$ cat config.mk
export PLATFORM = sky130hd
export DESIGN_NAME = vgacon_tty
export DESIGN_NICKNAME = d
export VERILOG_FILES = /design/src/rtl/vgacon_pkg.sv /design/src/rtl/vgacon_tty.sv
export SDC_FILE = /design/constraint.sdc
export NUM_CORES = 1
export LEC_CHECK = 0
export CORE_ASPECT_RATIO = 0.75
export CORE_UTILIZATION = 44
export DETAILED_ROUTE_END_ITERATION = 8
export PLACE_DENSITY = 0.87
export SYNTH_ARGS = -nofsm -noshare
export SYNTH_HDL_FRONTEND = slang
export SYNTH_SLANG_ARGS = --single-unit
$ cat constraint.sdc
create_clock -name clk -period 1.8 [get_ports clk]
set_input_delay 0.36 -clock clk [delete_from_list [all_inputs] [get_ports clk]]
set_output_delay 0.36 -clock clk [all_outputs]
set_load 0.005 [all_outputs]
$ cat src/rtl/vgacon_pkg.sv
// Shared geometry, blank-cell, control-code and FSM-state definitions for the
// VGA text console front end.
package vgacon_pkg;

  localparam int NUM_ROWS = 3;
  localparam int NUM_COLS = 10;
  localparam int ADDR_W   = $clog2(NUM_ROWS * NUM_COLS);

  // BLANK_COLOR matches the console's default text color.
  localparam logic [6:0] BLANK_CHAR  = 7'h20;
  localparam logic [2:0] BLANK_COLOR = 3'b010;

  localparam logic [6:0] CC_BS = 7'h08;
  localparam logic [6:0] CC_LF = 7'h0A;
  localparam logic [6:0] CC_FF = 7'h0C;
  localparam logic [6:0] CC_CR = 7'h0D;

  localparam logic [1:0] ST_IDLE      = 2'd0;
  localparam logic [1:0] ST_SCROLL    = 2'd1;
  localparam logic [1:0] ST_FILL_LAST = 2'd2;
  localparam logic [1:0] ST_CLEAR_ALL = 2'd3;

  typedef logic [1:0] state_t;

  typedef struct packed {
    logic [2:0] color;
    logic [6:0] ch;
  } cell_t;

  function automatic logic is_printable(input logic [6:0] c);
    return (c >= 7'h20) && (c <= 7'h7E);
  endfunction

endpackage

$ cat src/rtl/vgacon_tty.sv
// Terminal front end: cursor tracking, control codes, hardware scroll and clear
// driving the text-buffer write port. One character per cycle when idle.
module vgacon_tty #(
  parameter int         NUM_ROWS    = vgacon_pkg::NUM_ROWS,
  parameter int         NUM_COLS    = vgacon_pkg::NUM_COLS,
  parameter int         ADDR_W      = $clog2(NUM_ROWS * NUM_COLS),
  parameter logic [6:0] BLANK_CHAR  = vgacon_pkg::BLANK_CHAR,
  parameter logic [2:0] BLANK_COLOR = vgacon_pkg::BLANK_COLOR
) (
  input  logic                        clk,
  input  logic                        rst_n,
  input  logic                        in_valid,
  output logic                        in_ready,
  input  logic [6:0]                  in_char,
  input  logic [2:0]                  in_color,
  output logic                        buf_we,
  output logic [ADDR_W-1:0]           buf_waddr,
  output logic [9:0]                  buf_wdata,
  output logic [ADDR_W-1:0]           buf_raddr,
  input  logic [9:0]                  buf_rdata,
  output logic [$clog2(NUM_ROWS)-1:0] cursor_row,
  output logic [$clog2(NUM_COLS)-1:0] cursor_col,
  output logic                        busy
);
  import vgacon_pkg::*;

  localparam int RW       = $clog2(NUM_ROWS);
  localparam int CW       = $clog2(NUM_COLS);
  localparam int CELLS    = NUM_ROWS * NUM_COLS;
  localparam int SCROLL_N = (NUM_ROWS - 1) * NUM_COLS;

  localparam logic [RW-1:0]     LAST_ROW   = RW'(NUM_ROWS - 1);
  localparam logic [CW-1:0]     LAST_COL   = CW'(NUM_COLS - 1);
  localparam logic [ADDR_W-1:0] SCROLL_END = ADDR_W'(SCROLL_N - 1);
  localparam logic [ADDR_W-1:0] FILL_END   = ADDR_W'(NUM_COLS - 1);
  localparam logic [ADDR_W-1:0] CLEAR_END  = ADDR_W'(CELLS - 1);
  localparam logic [ADDR_W-1:0] LAST_BASE  = ADDR_W'(SCROLL_N);
  localparam cell_t             BLANK      = '{color: BLANK_COLOR, ch: BLANK_CHAR};

  state_t              r_state;
  logic [ADDR_W-1:0]   r_k;
  logic [RW-1:0]       r_row;
  logic [CW-1:0]       r_col;
  logic                r_we;
  logic [ADDR_W-1:0]   r_waddr;
  cell_t               r_wdata;
  logic                r_drain;

  logic                w_ready;
  logic                w_accept;
  logic                w_printable;
  logic [ADDR_W-1:0]   w_cur_addr;

  // r_drain holds off new input while the final scroll/clear write is on the bus.
  assign w_ready     = (r_state == ST_IDLE) && !r_drain;
  assign w_accept    = in_valid && w_ready;
  assign w_printable = is_printable(in_char);
  assign w_cur_addr  = ADDR_W'(r_row) * ADDR_W'(NUM_COLS) + ADDR_W'(r_col);

  always_ff @(posedge clk) begin
    if (!rst_n) begin
      r_state <= ST_IDLE;
      r_k     <= '0;
      r_row   <= '0;
      r_col   <= '0;
      r_we    <= 1'b0;
      r_waddr <= '0;
      r_wdata <= '0;
      r_drain <= 1'b0;
    end else begin
      r_we    <= 1'b0;
      r_drain <= 1'b0;
      case (r_state)
        ST_IDLE: begin
          if (w_accept) begin
            if (w_printable) begin
              r_we    <= 1'b1;
              r_waddr <= w_cur_addr;
              r_wdata <= '{color: in_color, ch: in_char};
              if (r_col == LAST_COL) begin
                r_col <= '0;
                if (r_row == LAST_ROW) begin
                  r_state <= ST_SCROLL;
                  r_k     <= '0;
                end else begin
                  r_row <= r_row + RW'(1);
                end
              end else begin
                r_col <= r_col + CW'(1);
              end
            end else begin
              case (in_char)
                CC_CR: r_col <= '0;
                CC_LF: begin
                  r_col <= '0;
                  if (r_row == LAST_ROW) begin
                    r_state <= ST_SCROLL;
                    r_k     <= '0;
                  end else begin
                    r_row <= r_row + RW'(1);
                  end
                end
                CC_BS: begin
                  if (r_col != '0) r_col <= r_col - CW'(1);
                end
                CC_FF: begin
                  r_row   <= '0;
                  r_col   <= '0;
                  r_state <= ST_CLEAR_ALL;
                  r_k     <= '0;
                end
                default: ;
              endcase
            end
          end
        end

        // Row r+1 is read combinationally and lands in row r one cycle later.
        ST_SCROLL: begin
          r_we    <= 1'b1;
          r_waddr <= r_k;
          r_wdata <= buf_rdata;
          if (r_k == SCROLL_END) begin
            r_state <= ST_FILL_LAST;
            r_k     <= '0;
          end else begin
            r_k <= r_k + ADDR_W'(1);
          end
        end

        ST_FILL_LAST: begin
          r_we    <= 1'b1;
          r_waddr <= LAST_BASE + r_k;
          r_wdata <= BLANK;
          if (r_k == FILL_END) begin
            r_state <= ST_IDLE;
            r_k     <= '0;
            r_drain <= 1'b1;
          end else begin
            r_k <= r_k + ADDR_W'(1);
          end
        end

        ST_CLEAR_ALL: begin
          r_we    <= 1'b1;
          r_waddr <= r_k;
          r_wdata <= BLANK;
          if (r_k == CLEAR_END) begin
            r_state <= ST_IDLE;
            r_k     <= '0;
            r_drain <= 1'b1;
          end else begin
            r_k <= r_k + ADDR_W'(1);
          end
        end

        default: r_state <= ST_IDLE;
      endcase
    end
  end

  assign in_ready   = w_ready;
  assign busy       = !w_ready;
  assign buf_we     = r_we;
  assign buf_waddr  = r_waddr;
  assign buf_wdata  = r_wdata;
  assign buf_raddr  = (r_state == ST_SCROLL) ? (r_k + ADDR_W'(NUM_COLS)) : '0;
  assign cursor_row = r_row;
  assign cursor_col = r_col;

endmodule
# After elaboration in Yosys (flattened, before gate mapping)

Index checks and enable logic that the tools add are counted.

Add/sub/neg operators: 7
Multipliers: 1
Magnitude comparators: 2
Equality and inequality tests: 21
Muxes and demuxes: 39
Reductions and logical operators: 18

Operator list:

| kind                  | count |
|---|---|
| $mux W5               | 10 |
| $pmux W10 S3          | 1 |
| $eq A7 B4 Y1 const B  | 4 |
| $mux W10              | 2 |
| $mux W2               | 10 |
| $pmux W5 S4           | 1 |
| $pmux W5 S3           | 1 |
| $mux W4               | 3 |
| $eq A5 B5 Y1 const B  | 2 |
| $ne A2 B2 Y1 const B  | 5 |
| $pmux W5 S2           | 1 |
| $pmux W2 S2           | 2 |
| $pmux W2 S4           | 1 |
| $pmux W4 S2           | 1 |
| $reduce_and A4 Y1     | 2 |
| $ge A7 B6 Y1 const B  | 1 |
| $le A7 B7 Y1 const B  | 1 |
| $eq A2 B2 Y1 const B  | 3 |
| $reduce_and A6 Y1     | 1 |
| $reduce_bool A3 Y1    | 2 |
| $reduce_or A3 Y1      | 2 |
| $add A5 B1 Y5 const B | 1 |
| $add A5 B4 Y5         | 1 |
| $add A5 B4 Y5 const B | 1 |
| other kinds (21)      | 29 |

Bits in registers: 30
Output and inout port bits: 29
Word-level logic and storage cells: 97

# Longest topological paths before layout

Word-level depth: 6
Depth in mapped cells: 8
Mapped depth without buffers: 7

# Worst setup path before layout

OpenSTA, ideal clock, no wires.

Kind: flip-flop to flip-flop
Start point: reg r_col[0] (netlist: cursor_col[0])
End point: reg r_col[3] (netlist: cursor_col[3])
Arrival: 1.776 ns
Required time: 1.677 ns
Slack: -0.099 ns
Cell stages (with the launch flop): 9
Buffers on the path: 1
Path through: dfxtp_1 inv_1 ha_1 or3b_1 and4_1 clkbuf_1 o311a_2 o21ai_0 nor2_1

Word-level cells in the longest chain between the ends: 4
Elaborated cells on any way between the ends: 10
Classes of those cells: add/sub: 2; eq/ne: 2; mux: 4; reduce/logical: 2

RTL lines:

| element                  | RTL line          | source |
|---|---|---|
| start: declaration       | vgacon_tty.sv:43  | `logic [CW-1:0] r_col;` |
| start signal: assignment | vgacon_tty.sv:89  | `r_col <= r_col + CW'(1);` |
| start signal: assignment | vgacon_tty.sv:104 | `if (r_col != '0) r_col <= r_col - CW'(1);` |
| $sub A4 B1 Y4            | vgacon_tty.sv:104 |  |
| $mux W4                  | vgacon_tty.sv:104 |  |
| $pmux W4 S2              | vgacon_tty.sv:92  | `case (in_char)` |
| $mux W4                  | vgacon_tty.sv:76  | `if (w_printable) begin` |

Parallel ways exist; a longest one is shown, timed or not. The select of a mux whose other input is x is not followed.
A chain may end at the register's enable or synchronous reset.

# Final worst setup path

Start point: reg r_col[1] (netlist: cursor_col[1])
End point: reg r_col[3] (netlist: cursor_col[3])

Same word-level chain as after synthesis.

==> results.sh <==
export IMPL_synth_commonest_cells="30 x dfxtp_1, 28 x nand2_1, 27 x nor2_1, 20 x a21oi_1, 17 x ha_1"
export IMPL_hold_path_class="register to register"
export IMPL_root_buffer="clkbuf_8"
export IMPL_rsz0062_at_grt="true"
export IMPL_grt_max_degree=19
export IMPL_final_setup_viol_count=1
export IMPL_use_met1=0.326
export IMPL_htreeDepth=2
export IMPL_worstSetupStartpointType="register"
export IMPL_rrSetupSlack_ps=-50
export IMPL_use_met3=0.0797
export IMPL_irDropWorstVdd_v=0.000433
export IMPL_maxSlewHeadroom=0.715
export IMPL_status="complete, but fails checks"
export IMPL_yosysWarnings=0
export IMPL_synth_cells=249
export IMPL_min_period_ps=1850
export IMPL_cp_required_ps=1980
export IMPL_synth_most_common_cell="dfxtp_1"
export IMPL_ys_async_sr_fraction=0
export IMPL_fmax_mhz=542
export IMPL_fin_crit_sh=1.03
export IMPL_firstDrtPassIters=4
export IMPL_cts_buffers=5
export IMPL_ios=52
export IMPL_syn_area_um2=2040
export IMPL_max_cap_violations=0
export IMPL_tns_ps=-46.1
export IMPL_multi_input_area_um2=1470
export IMPL_grt_pass1_vias=2043
export IMPL_ant_nets=0
export IMPL_grt_overflow=0
export IMPL_grtUsageMet2=0.465
export IMPL_core_rowCount=21
export IMPL_clk_latency_ps=290
export IMPL_yosys_cell_types_count=52
export IMPL_die_area_um2=4910
export IMPL_synth_fp_nets=290
export IMPL_detail_route_wl_per_cell_um=16.8
export IMPL_cts_tree="done"
export IMPL_area_growth_syn_to_layout_pct=54.3
export IMPL_tightest_slew_ps=426
export IMPL_final_max_slew_viol_count=0
export IMPL_dp_hpwl_mm=4.30
export IMPL_post_drt_via_cell_ratio=5.92
export IMPL_post_place_ws_ps=-409
export IMPL_grt_pass1_wl_mm=9.83
export IMPL_hold_viol=0
export IMPL_path_cells="inv_2 -> ha_1 -> or3b_1 -> and4_4 -> o311a_4 -> o21ai_2 -> nor2_1"
export IMPL_first_iter_violations=120
export IMPL_die_w_um=80.6
export IMPL_synth_top_area_frac=0.295
export IMPL_cp_max_fo=6
export IMPL_ys_top_cells_by_area="dfxtp_1 29%, ha_1 10%, nand2_1 5.2%, nor2_1 5.0%, a21oi_1 4.9%"
export IMPL_antennaDiodeCount=0
export IMPL_clk_pin_slew_ps=70
export IMPL_nNetsFinal=369
export IMPL_layout_setup_ws_ps=-46.1
export IMPL_power_density_nw_per_um2=640
export IMPL_grt_usage=0.267
export IMPL_cts_hold_buffers=0
export IMPL_cts_sinks=30
export IMPL_crit_path_end_kind="register"
export IMPL_worstPathArrival_ps=2030
export IMPL_ctsLongestPathBuffers=2
export IMPL_drt_wl_total_mm=6.47
export IMPL_violations="negative setup slack"
export IMPL_fill_cells=318
export IMPL_ys_seq_elements=30
export IMPL_drc=0
export IMPL_vias=2287
export IMPL_die_h_um=60.9
export IMPL_yosys_area_top_type="dfxtp_1"
export IMPL_gp_congestion=0.965
export IMPL_synth_edff_count=0
export IMPL_synth_top_flop_cell="dfxtp_1"
export IMPL_coreArea_um2=4470
export IMPL_seq_area_um2=612
export IMPL_start_util=0.456
export IMPL_antenna_found_initial=0
export IMPL_avgSynthCellArea_um2=8.19
export IMPL_critPathMaxStageDelay_ps=390
export IMPL_crit_type="register to register"
export IMPL_drive_gt1_frac=0.264
export IMPL_crit_slowest_cell="or3b_1"
export IMPL_ys_seq_area_frac=0.295
export IMPL_grt_busiest_layer="met2"
export IMPL_total_leakage_power_uw=0.00136
export IMPL_skew_ps=9.56
export IMPL_portBuffers=51
==> final timing paths <==
| kind | cells after the start | endpoint | from |
|---|---|---|---|
| worst max-delay path | 7 | cursor_col[3] | cursor_col[1] |
| worst min-delay path | 2 | buf_wdata[6] | buf_wdata[6] |
| worst max register to register | 7 | cursor_col[3] | cursor_col[1] |
| worst min register to register | 2 | buf_wdata[6] | buf_wdata[6] |
==> flip-flops by register name (all words and copies together) (netlist names) <==
register	flops
buf_waddr	5
buf_wdata	10
cursor_row	2
buf_we	1
r_drain	1
cursor_col	4
r_k	5
r_state	2
==> report_power, final <==
group	total [uW]	internal [uW]	switching (uW)
Combinational	428	232	196
Clock	863	590	273
Sequential	721	697	23.9
==> cells in the final DEF, fill, tap and decap left out, types with 7 or more instances in the layout <==
master,n
dfxtp_1,23
nand3_1,13
ha_1,14
nor2_1,22
inv_1,8
clkdlybuf4s50_1,38
nand2_1,28
nor3_1,7
buf_4,31
a21oi_1,19
==> layer usage <==
metal | vias up | part of all wire | wire [um]
met4 | 0 | 0.030 | 191
met2 | 132 | 0.48 | 3120
li1 | 1051 | - | -
met3 | 27 | 0.092 | 593
met1 | 1077 | 0.40 | 2560
met5 | - | 0 | 0
==> cell families (layout without fill, tap and decap cells) <==
logic type,count (synthesis),in the layout,share of synthesized area
xor+xnor,6,6,0.0258
fa+ha+maj,18,18,0.114
flops,30,30,0.295
simple gates,97,97,0.227
compound gates,61,61,0.223
mux,12,12,0.0645
buf+inv,25,105,0.0516
==> per-stage QoR <==
stage | std cells | cell area, um2 | util | power (uW) | hold slack (ps)
6_report | 386 | 3140 | 0.704 | 2010 | 449
4_1_cts | 385 | 3040 | 0.680 | 1980 | 452
3_3_place_gp | 377 | 2840 | 0.636 | 1110 | 437
3_5_place_dp | 377 | 2840 | 0.636 | 1120 | 446
2_1_floorplan | 249 | 2040 | - | 909 | 448
5_1_grt | 386 | 3140 | 0.704 | 2100 | 472
==> critical path: cells and delay by family, from the launching register on <==
| family | cells | cell delay, ps |
|---|---|---|
| AND/OR/NAND/NOR | 3 | 670 |
| AO/OA/AOI/OAI | 2 | 500 |
| flip-flops | 1 | 330 |
| adder cells (fa/ha/maj) | 1 | 150 |
| buffers and inverters | 1 | 80 |
==> layout make-up <==
class / instances / share of cell area
timing repair buffer: 86 / 0.257
inverter: 11 / 0.0131
clock inverter: 2 / 0.0191
clock buffer: 6 / 0.0263
sequential: 30 / 0.195
multi-input combinational: 194 / 0.467
tap: 57 / 0.0227
==> repair_timing <==
| item | in CTS | in global routing |
|---|---|---|
| pin swaps | 6 | 6 |
| buffers inserted | 0 | 1 |
| gates resized for setup | 25 | 28 |
| endpoints found under the setup margin | 19 | 23 |
Power figures use the tool's default switching activity.
